<file path="src/rtl/uart_16550_tx_serializer.sv">
// -----------------------------------------------------------------------------
// uart_16550_tx_serializer
//
// Purpose:
//   Transmit serializer of a 16550-style UART. It sits directly behind the Tx
//   FIFO. Each character is popped from the FIFO and shifted onto SOUT as one
//   frame: start bit, 5-8 data bits LSB first, optional parity, then 1, 1.5
//   or 2 stop bits. Bit timing comes from an external 16x baud tick. The
//   block also produces the LSR transmitter-empty (TEMT) status.
//
// Build option:
//   UART_TX_LOOPBACK_EN - adds MCR_Loopback_i / Loop_SOUT_o. In loopback,
//   SOUT_o is held high and the serial stream (including break) is sent to
//   Loop_SOUT_o for the receiver instead.
//
// Parameters:
//   TICKS_PER_BIT      baud-tick pulses per bit time (even, >= 4)
//
// Ports:
//   WBs_CLK_i          fabric clock, the only clock
//   WBs_RST_i          synchronous active-high reset
//   Baud_16x_Tick_i    one-cycle enable pulse at 16x the baud rate
//   LCR_Word_Len_i     00=5, 01=6, 10=7, 11=8 data bits
//   LCR_Stop_Bits_i    0=1 stop bit; 1=2 stop bits (1.5 for 5-bit words)
//   LCR_Parity_En_i    parity bit enable
//   LCR_Even_Parity_i  1=even, 0=odd parity
//   LCR_Stick_Parity_i parity bit forced to ~LCR_Even_Parity_i
//   LCR_Break_i        force the serial line low
//   Tx_FIFO_Empty_i    Tx FIFO empty flag
//   Tx_FIFO_DAT_i      head-of-FIFO data (first-word fall-through)
//   MCR_Loopback_i     loopback select (UART_TX_LOOPBACK_EN only)
//   Loop_SOUT_o        loopback serial stream (UART_TX_LOOPBACK_EN only)
//   Tx_FIFO_Pop_o      one-cycle pop strobe, coincident with the load
//   SOUT_o             registered serial output, idle high
//   Tx_Shift_Empty_o   TEMT: FIFO empty and serializer idle (registered)
//   Tx_Busy_o          frame in progress
// -----------------------------------------------------------------------------
module uart_16550_tx_serializer #(
  parameter int TICKS_PER_BIT = 16
) (
  input  logic       WBs_CLK_i,
  input  logic       WBs_RST_i,
  input  logic       Baud_16x_Tick_i,
  input  logic [1:0] LCR_Word_Len_i,
  input  logic       LCR_Stop_Bits_i,
  input  logic       LCR_Parity_En_i,
  input  logic       LCR_Even_Parity_i,
  input  logic       LCR_Stick_Parity_i,
  input  logic       LCR_Break_i,
  input  logic       Tx_FIFO_Empty_i,
  input  logic [7:0] Tx_FIFO_DAT_i,
`ifdef UART_TX_LOOPBACK_EN
  input  logic       MCR_Loopback_i,
  output logic       Loop_SOUT_o,
`endif
  output logic       Tx_FIFO_Pop_o,
  output logic       SOUT_o,
  output logic       Tx_Shift_Empty_o,
  output logic       Tx_Busy_o
);

  // The longest state (two stop bits) needs counts up to 2*TICKS_PER_BIT-1.
  localparam int CW = $clog2(2 * TICKS_PER_BIT);

  localparam logic [CW-1:0] LAST_ONE_BIT = CW'(TICKS_PER_BIT - 1);
  localparam logic [CW-1:0] LAST_ONE_HALF = CW'(TICKS_PER_BIT + (TICKS_PER_BIT / 2) - 1);
  localparam logic [CW-1:0] LAST_TWO_BITS = CW'((2 * TICKS_PER_BIT) - 1);

  typedef enum logic [2:0] {
    ST_IDLE   = 3'd0,
    ST_START  = 3'd1,
    ST_DATA   = 3'd2,
    ST_PARITY = 3'd3,
    ST_STOP   = 3'd4
  } state_t;

  state_t          state_q, state_d;
  logic [CW-1:0]   tick_cnt_q;
  logic [2:0]      bit_cnt_q;
  logic [7:0]      shift_q;
  logic [1:0]      wlen_q;
  logic            stop2_q;
  logic            par_en_q;
  logic            par_bit_q;
  logic            sout_q;
  logic            temt_q;

  logic [CW-1:0]   bit_last_s;
  logic            bit_done_s;
  logic            last_data_s;
  logic            serial_s;
  logic            stream_s;
  logic            load_s;

  // Parity of the data bits inside the word length. The bit is computed once
  // at load time from the latched framing, so later LCR writes cannot alter
  // the frame that is already on the line.
  function automatic logic calc_parity(input logic [7:0] data,
                                       input logic [1:0] wlen,
                                       input logic       even,
                                       input logic       stick);
    logic [7:0] mask;
    logic       x;
    case (wlen)
      2'b00:   mask = 8'h1F;
      2'b01:   mask = 8'h3F;
      2'b10:   mask = 8'h7F;
      default: mask = 8'hFF;
    endcase
    x = ^(data & mask);
    if (stick) begin
      calc_parity = ~even;
    end else begin
      calc_parity = even ? x : ~x;
    end
  endfunction

  // Bit-time bookkeeping: where the current state ends and whether this
  // cycle closes it.
  always_comb begin
    bit_last_s = LAST_ONE_BIT;
    if (state_q == ST_STOP) begin
      if (!stop2_q) begin
        bit_last_s = LAST_ONE_BIT;
      end else if (wlen_q == 2'b00) begin
        bit_last_s = LAST_ONE_HALF;
      end else begin
        bit_last_s = LAST_TWO_BITS;
      end
    end else begin
      bit_last_s = LAST_ONE_BIT;
    end
    bit_done_s  = Baud_16x_Tick_i && (tick_cnt_q == bit_last_s);
    // bit_cnt_q counts from 0, so the last data bit is word length - 1.
    last_data_s = (bit_cnt_q == ({1'b0, wlen_q} + 3'd4));
  end

  // State register.
  always_ff @(posedge WBs_CLK_i) begin
    if (WBs_RST_i) begin
      state_q <= ST_IDLE;
    end else begin
      state_q <= state_d;
    end
  end

  // Next-state logic.
  always_comb begin
    state_d = state_q;
    case (state_q)
      ST_IDLE: begin
        if (!Tx_FIFO_Empty_i) state_d = ST_START;
        else                  state_d = ST_IDLE;
      end
      ST_START: begin
        if (bit_done_s) state_d = ST_DATA;
        else            state_d = ST_START;
      end
      ST_DATA: begin
        if (bit_done_s && last_data_s) state_d = par_en_q ? ST_PARITY : ST_STOP;
        else                           state_d = ST_DATA;
      end
      ST_PARITY: begin
        if (bit_done_s) state_d = ST_STOP;
        else            state_d = ST_PARITY;
      end
      ST_STOP: begin
        // Chain straight into the next frame when more data is waiting.
        if (bit_done_s) state_d = Tx_FIFO_Empty_i ? ST_IDLE : ST_START;
        else            state_d = ST_STOP;
      end
      default: state_d = ST_IDLE;
    endcase
  end

  // Output decode: serial bit for the current state and the load/pop strobe.
  always_comb begin
    serial_s = 1'b1;
    case (state_q)
      ST_START:  serial_s = 1'b0;
      ST_DATA:   serial_s = shift_q[0];
      ST_PARITY: serial_s = par_bit_q;
      default:   serial_s = 1'b1;
    endcase
    // Load (and pop) from IDLE, or at the very end of STOP. Gated by reset so
    // a reset cycle never consumes a FIFO entry.
    if (!WBs_RST_i && !Tx_FIFO_Empty_i &&
        ((state_q == ST_IDLE) || ((state_q == ST_STOP) && bit_done_s))) begin
      load_s = 1'b1;
    end else begin
      load_s = 1'b0;
    end
    stream_s = LCR_Break_i ? 1'b0 : serial_s;
  end

  // Datapath: tick/bit counters, shift register, latched framing, outputs.
  always_ff @(posedge WBs_CLK_i) begin
    if (WBs_RST_i) begin
      tick_cnt_q <= '0;
      bit_cnt_q  <= 3'd0;
      shift_q    <= 8'h00;
      wlen_q     <= 2'b00;
      stop2_q    <= 1'b0;
      par_en_q   <= 1'b0;
      par_bit_q  <= 1'b0;
      sout_q     <= 1'b1;
      temt_q     <= 1'b1;
    end else begin
      // The first tick after the load begins the START bit time.
      if (load_s || (state_q == ST_IDLE)) begin
        tick_cnt_q <= '0;
      end else if (bit_done_s) begin
        tick_cnt_q <= '0;
      end else if (Baud_16x_Tick_i) begin
        tick_cnt_q <= tick_cnt_q + CW'(1);
      end else begin
        tick_cnt_q <= tick_cnt_q;
      end

      if (load_s) begin
        shift_q   <= Tx_FIFO_DAT_i;
        bit_cnt_q <= 3'd0;
        wlen_q    <= LCR_Word_Len_i;
        stop2_q   <= LCR_Stop_Bits_i;
        par_en_q  <= LCR_Parity_En_i;
        par_bit_q <= calc_parity(Tx_FIFO_DAT_i, LCR_Word_Len_i,
                                 LCR_Even_Parity_i, LCR_Stick_Parity_i);
      end else if ((state_q == ST_DATA) && bit_done_s) begin
        shift_q   <= {1'b0, shift_q[7:1]};
        bit_cnt_q <= bit_cnt_q + 3'd1;
      end else begin
        shift_q   <= shift_q;
        bit_cnt_q <= bit_cnt_q;
      end

`ifdef UART_TX_LOOPBACK_EN
      sout_q <= MCR_Loopback_i ? 1'b1 : stream_s;
`else
      sout_q <= stream_s;
`endif
      temt_q <= Tx_FIFO_Empty_i && (state_q == ST_IDLE);
    end
  end

`ifdef UART_TX_LOOPBACK_EN
  logic loop_q;

  // Loopback copy of the stream; idles high when loopback is off.
  always_ff @(posedge WBs_CLK_i) begin
    if (WBs_RST_i) begin
      loop_q <= 1'b1;
    end else begin
      loop_q <= MCR_Loopback_i ? stream_s : 1'b1;
    end
  end

  assign Loop_SOUT_o = loop_q;
`endif

  assign Tx_FIFO_Pop_o    = load_s;
  assign SOUT_o           = sout_q;
  assign Tx_Shift_Empty_o = temt_q;
  assign Tx_Busy_o        = (state_q != ST_IDLE);

endmodule
</file>
<file path="config.mk">
export PLATFORM = sky130hd
export DESIGN_NAME = uart_16550_tx_serializer
export DESIGN_NICKNAME = d
export VERILOG_FILES = /design/src/rtl/uart_16550_tx_serializer.sv
export SDC_FILE = /design/constraint.sdc
export NUM_CORES = 1
export LEC_CHECK = 0
export CORE_MARGIN = 8
export CORE_UTILIZATION = 35
export CTS_BUF_LIST = sky130_fd_sc_hd__clkbuf_8
export DETAILED_ROUTE_END_ITERATION = 8
export GPL_TIMING_DRIVEN = 0
export PLACE_DENSITY = 0.56
export SYNTH_ARGS = -nofsm -noshare
export SYNTH_HDL_FRONTEND = slang
export SYNTH_SLANG_ARGS = --single-unit
</file>
<file path="constraint.sdc">
create_clock -name WBs_CLK_i -period 5.2 [get_ports WBs_CLK_i]
set_clock_uncertainty 0.1 [all_clocks]
set_input_delay 1.04 -clock WBs_CLK_i [delete_from_list [all_inputs] [get_ports WBs_CLK_i]]
set_output_delay 1.04 -clock WBs_CLK_i [all_outputs]
set_load 0.01 [all_outputs]
</file>
==> flow_metrics.py <==
metrics = {
    "logic_synthesis": {
        "yosys.area.top_type_share_pct": 37.82,
        "ys_ff_latch": 26,
        "syn_inst": 149,
        "ys_top_cells_by_area": "dfxtp_1 (38%), mux2i_1 (7.3%), xnor2_1 (5.7%)",
        "synth_top_area_cell": "dfxtp_1",
        "synthesis.nets": 170,
        "post-synth-top-count-cell": "dfxtp_1",
        "synth_edf_count": 0,
        "yosys_warnings": 0,
        "yosysSeqAreaShare_pct": 37.82,
        "synth_cell_type_count": 41,
        "ys.flop_type": "dfxtp_1",
        "postSynthAreaPerCell_um2": 9.237,
        "synth_top_cells_by_count": "dfxtp_1 (26), nor2_1 (17), nand2_1 (11), a21oi_1 (10), mux2i_1 (10)",
        "postSynth.asyncResetShare_pct": 0,
        "netlist_area_um2": 1376,
    },
    "cts": {
        "post_cts_buffers": 0,
        "cts_tree": "done",
        "numCtsBuffers": 3,
        "htree_levels": 1,
        "cts_sinks": 26,
        "clk_path_buf_depth": 2,
        "clockRootBuffer": "clkbuf_8",
        "clk_latency_ns": 0.27,
        "clk_pin_slew_ns": 0.08,
        "cts_hold_buf": 0,
    },
    "sta": {
        "finalSetupViolations": 0,
        "fmax_mhz": 203.7,
        "period_needed_ns": 4.909,
        "slew_viol_final": 0,
        "holdWs_ns": 0.3801,
        "rsz0062_at_grt": "no",
        "tns_ns": 0,
        "worst_slew_pin_slew_ns": 0.5037,
        "fin_ws_ns": 0.2908,
        "relSlewSlack_pct": 66.42,
        "hold_viol_final": 0,
        "fin_crit_sh_pct": 94.41,
    },
    "worst_setup_path": {
        "crit_chain": "clkdlybuf4s50_1, nand3_1, a2111oi_1, o21ai_0, clkbuf_1, nor2_1, clkdlybuf4s50_1",
        "critical-path-max-stage-delay_ns": 0.58,
        "required_ns": 4.06,
        "cpMaxStageDelayCell": "clkdlybuf4s50_1",
        "startpoint": "Baud_16x_Tick_i",
        "endpoint_kind": "primary output",
        "crit_family": "buffers and inverters",
        "critPathKind": "in2out",
        "path_max_fanout": 10,
        "r2r_start": "tick_cnt_q[0]$_SDFFE_PP0P_",
        "r2r_cells": 7,
        "cp_num_buf_inv": 3,
        "arrival_ns": 3.77,
        "critPathLaunchType": "input pin",
        "cp.depth": 7,
        "crit_top_cell": "clkdlybuf4s50_1",
    },
    "final_layout": {
        "final_nets": 197,
        "instances_no_fill": 223,
        "antenna_cells": 0,
        "regArea_um2": 520.5,
        "area_delta_synth_final_pct": 24.45,
        "multi_input_area_um2": 795.8,
        "nFillCells": 380,
        "drive_gt1_share_pct": 8.571,
        "final_util_pct": 46.09,
        "fin_area_um2": 1713,
    },
    "hold_path": {
        "min_path_type": "reg2reg",
        "hp-start": "stop2_q$_SDFFE_PP0P_",
        "min_path_cells": 2,
    },
    "global_routing": {
        "grt_max_degree": 15,
        "grt_overflow": 0,
        "grt_usage_pct": 10.28,
        "antenna_found_initial": 0,
        "grt_pass1_vias": 1157,
        "grt_pass1_wl_mm": 5.230,
    },
    "placement": {
        "io_buffers": 22,
        "dp_hpwl_mm": 2.309,
        "dp_slack_ns": 0.1745,
        "dpl_cell_area_um2": 1657,
        "gp_congestion": 0.8390,
        "placedCellCount": 219,
    },
    "power_and_ir_drop": {
        "powerDensity_nw_per_um2": 247.7,
        "power_uw": 424.3,
        "power_leakage_nw": 0.5710,
        "ir_drop_mv": 0.1001,
    },
    "detailed_routing": {
        "vias": 1137,
        "vias_per_cell": 5.099,
        "first_pass_iters": 4,
        "ant_nets": 0,
        "drc": 0,
        "first_iter_violations": 53,
        "drt-wirelength-per-cell_um": 13.14,
        "drt-total-wl_mm": 2.930,
    },
    "floorplanning": {
        "start_util_pct": 37.04,
        "chipHeight_um": 78.71,
        "rows": 22,
        "core-area_um2": 3716,
        "fp.dieArea_um2": 6195,
        "die_w_um": 78.71,
        "boundaryPins": 23,
    },
    "flow_run": {
        "cap_violations": 0,
    },
    "run_status": {
        "status": "finished clean",
    },
}
-- flip-flops by register name (all words and copies together), names as in the netlist --
signal	flops
par_en_q	1
stop2_q	1
par_bit_q	1
tick_cnt_q	5
SOUT_o	1
bit_cnt_q	3
state_q	3
Tx_Shift_Empty_o	1
shift_q	8
wlen_q	2
-- kinds of logic after synthesis --
family	after synthesis	synth area share [%]
DFF	26	37.82
xor gates and xnor gates	11	8.000
adders and majority gates	2	1.818
muxes	11	8.364
AOI/OAI and AO/OA	37	20.18
buffers and inverters	11	4.454
and+or+nand+nor	51	19.36
-- worst min-delay path, delay by kind of cell (launching register included) --
family / cells / cell delay [ns]
DFF: 1 / 0.33
and+or+nand+nor: 1 / 0.06
AOI/OAI and AO/OA: 1 / 0.06
-- report_power, final --
group          internal [mW]  switching (mW)
clock network         0.0678          0.0619
logic                 0.0417          0.0353
registers              0.211         0.00691
-- final cells by class --
| cell class | instances | share of cell area [%] |
|---|---|---|
| Multi-Input combinational cell | 112 | 46.46 |
| Sequential cell | 26 | 30.39 |
| Timing Repair Buffer | 22 | 12.86 |
| Tap cell | 48 | 3.506 |
| Clock buffer | 4 | 3.214 |
| Buffer | 8 | 2.922 |
| Inverter | 3 | 0.6574 |
-- placed cells by master, fill, tap and decap left out, types with 2 or more instances in the layout --
master	synthesis	layout
dfxtp_1	26	26
clkdlybuf4s50_1	0	22
nor2_1	17	17
nand2_1	11	11
mux2i_1	10	10
a21oi_1	10	10
xnor2_1	9	9
a211oi_1	9	9
nand3b_1	6	6
o21ai_0	5	5
clkbuf_1	4	4
clkbuf_8	0	4
inv_1	3	3
nor3_1	3	3
nand3_1	3	3
o211ai_1	2	2
buf_6	2	2
nand4_1	2	2
or3_1	2	2
ha_1	2	2
-- final timing paths --
| check | endpoint | slack, ns |
|---|---|---|
| hold / removal | stop2_q$_SDFFE_PP0P_ | 0.38 |
| setup reg to reg | par_bit_q$_SDFFE_PP0P_ | 2.74 |
| setup / recovery | Tx_FIFO_Pop_o | 0.29 |
| hold reg to reg | stop2_q$_SDFFE_PP0P_ | 0.38 |
-- metal layers --
| metal | track usage (%) | part of all wire (%) | vias to the layer above |
|---|---|---|---|
| li1 | - | - | 587 |
| met3 | 3.266 | 6.4 | 5 |
| met4 | 3.889 | 1.4 | 0 |
| met5 | 0 | 0 | - |
| met2 | 16.16 | 43 | 32 |
| met1 | 12.81 | 49 | 513 |
-- repair_timing --
action | CTS | global route
gates resized for setup | 0 | 1
endpoints found under the setup margin | 0 | 1
endpoints found under the hold margin | 0 | 0
No activity file was read; power rests on OpenSTA's default activity.
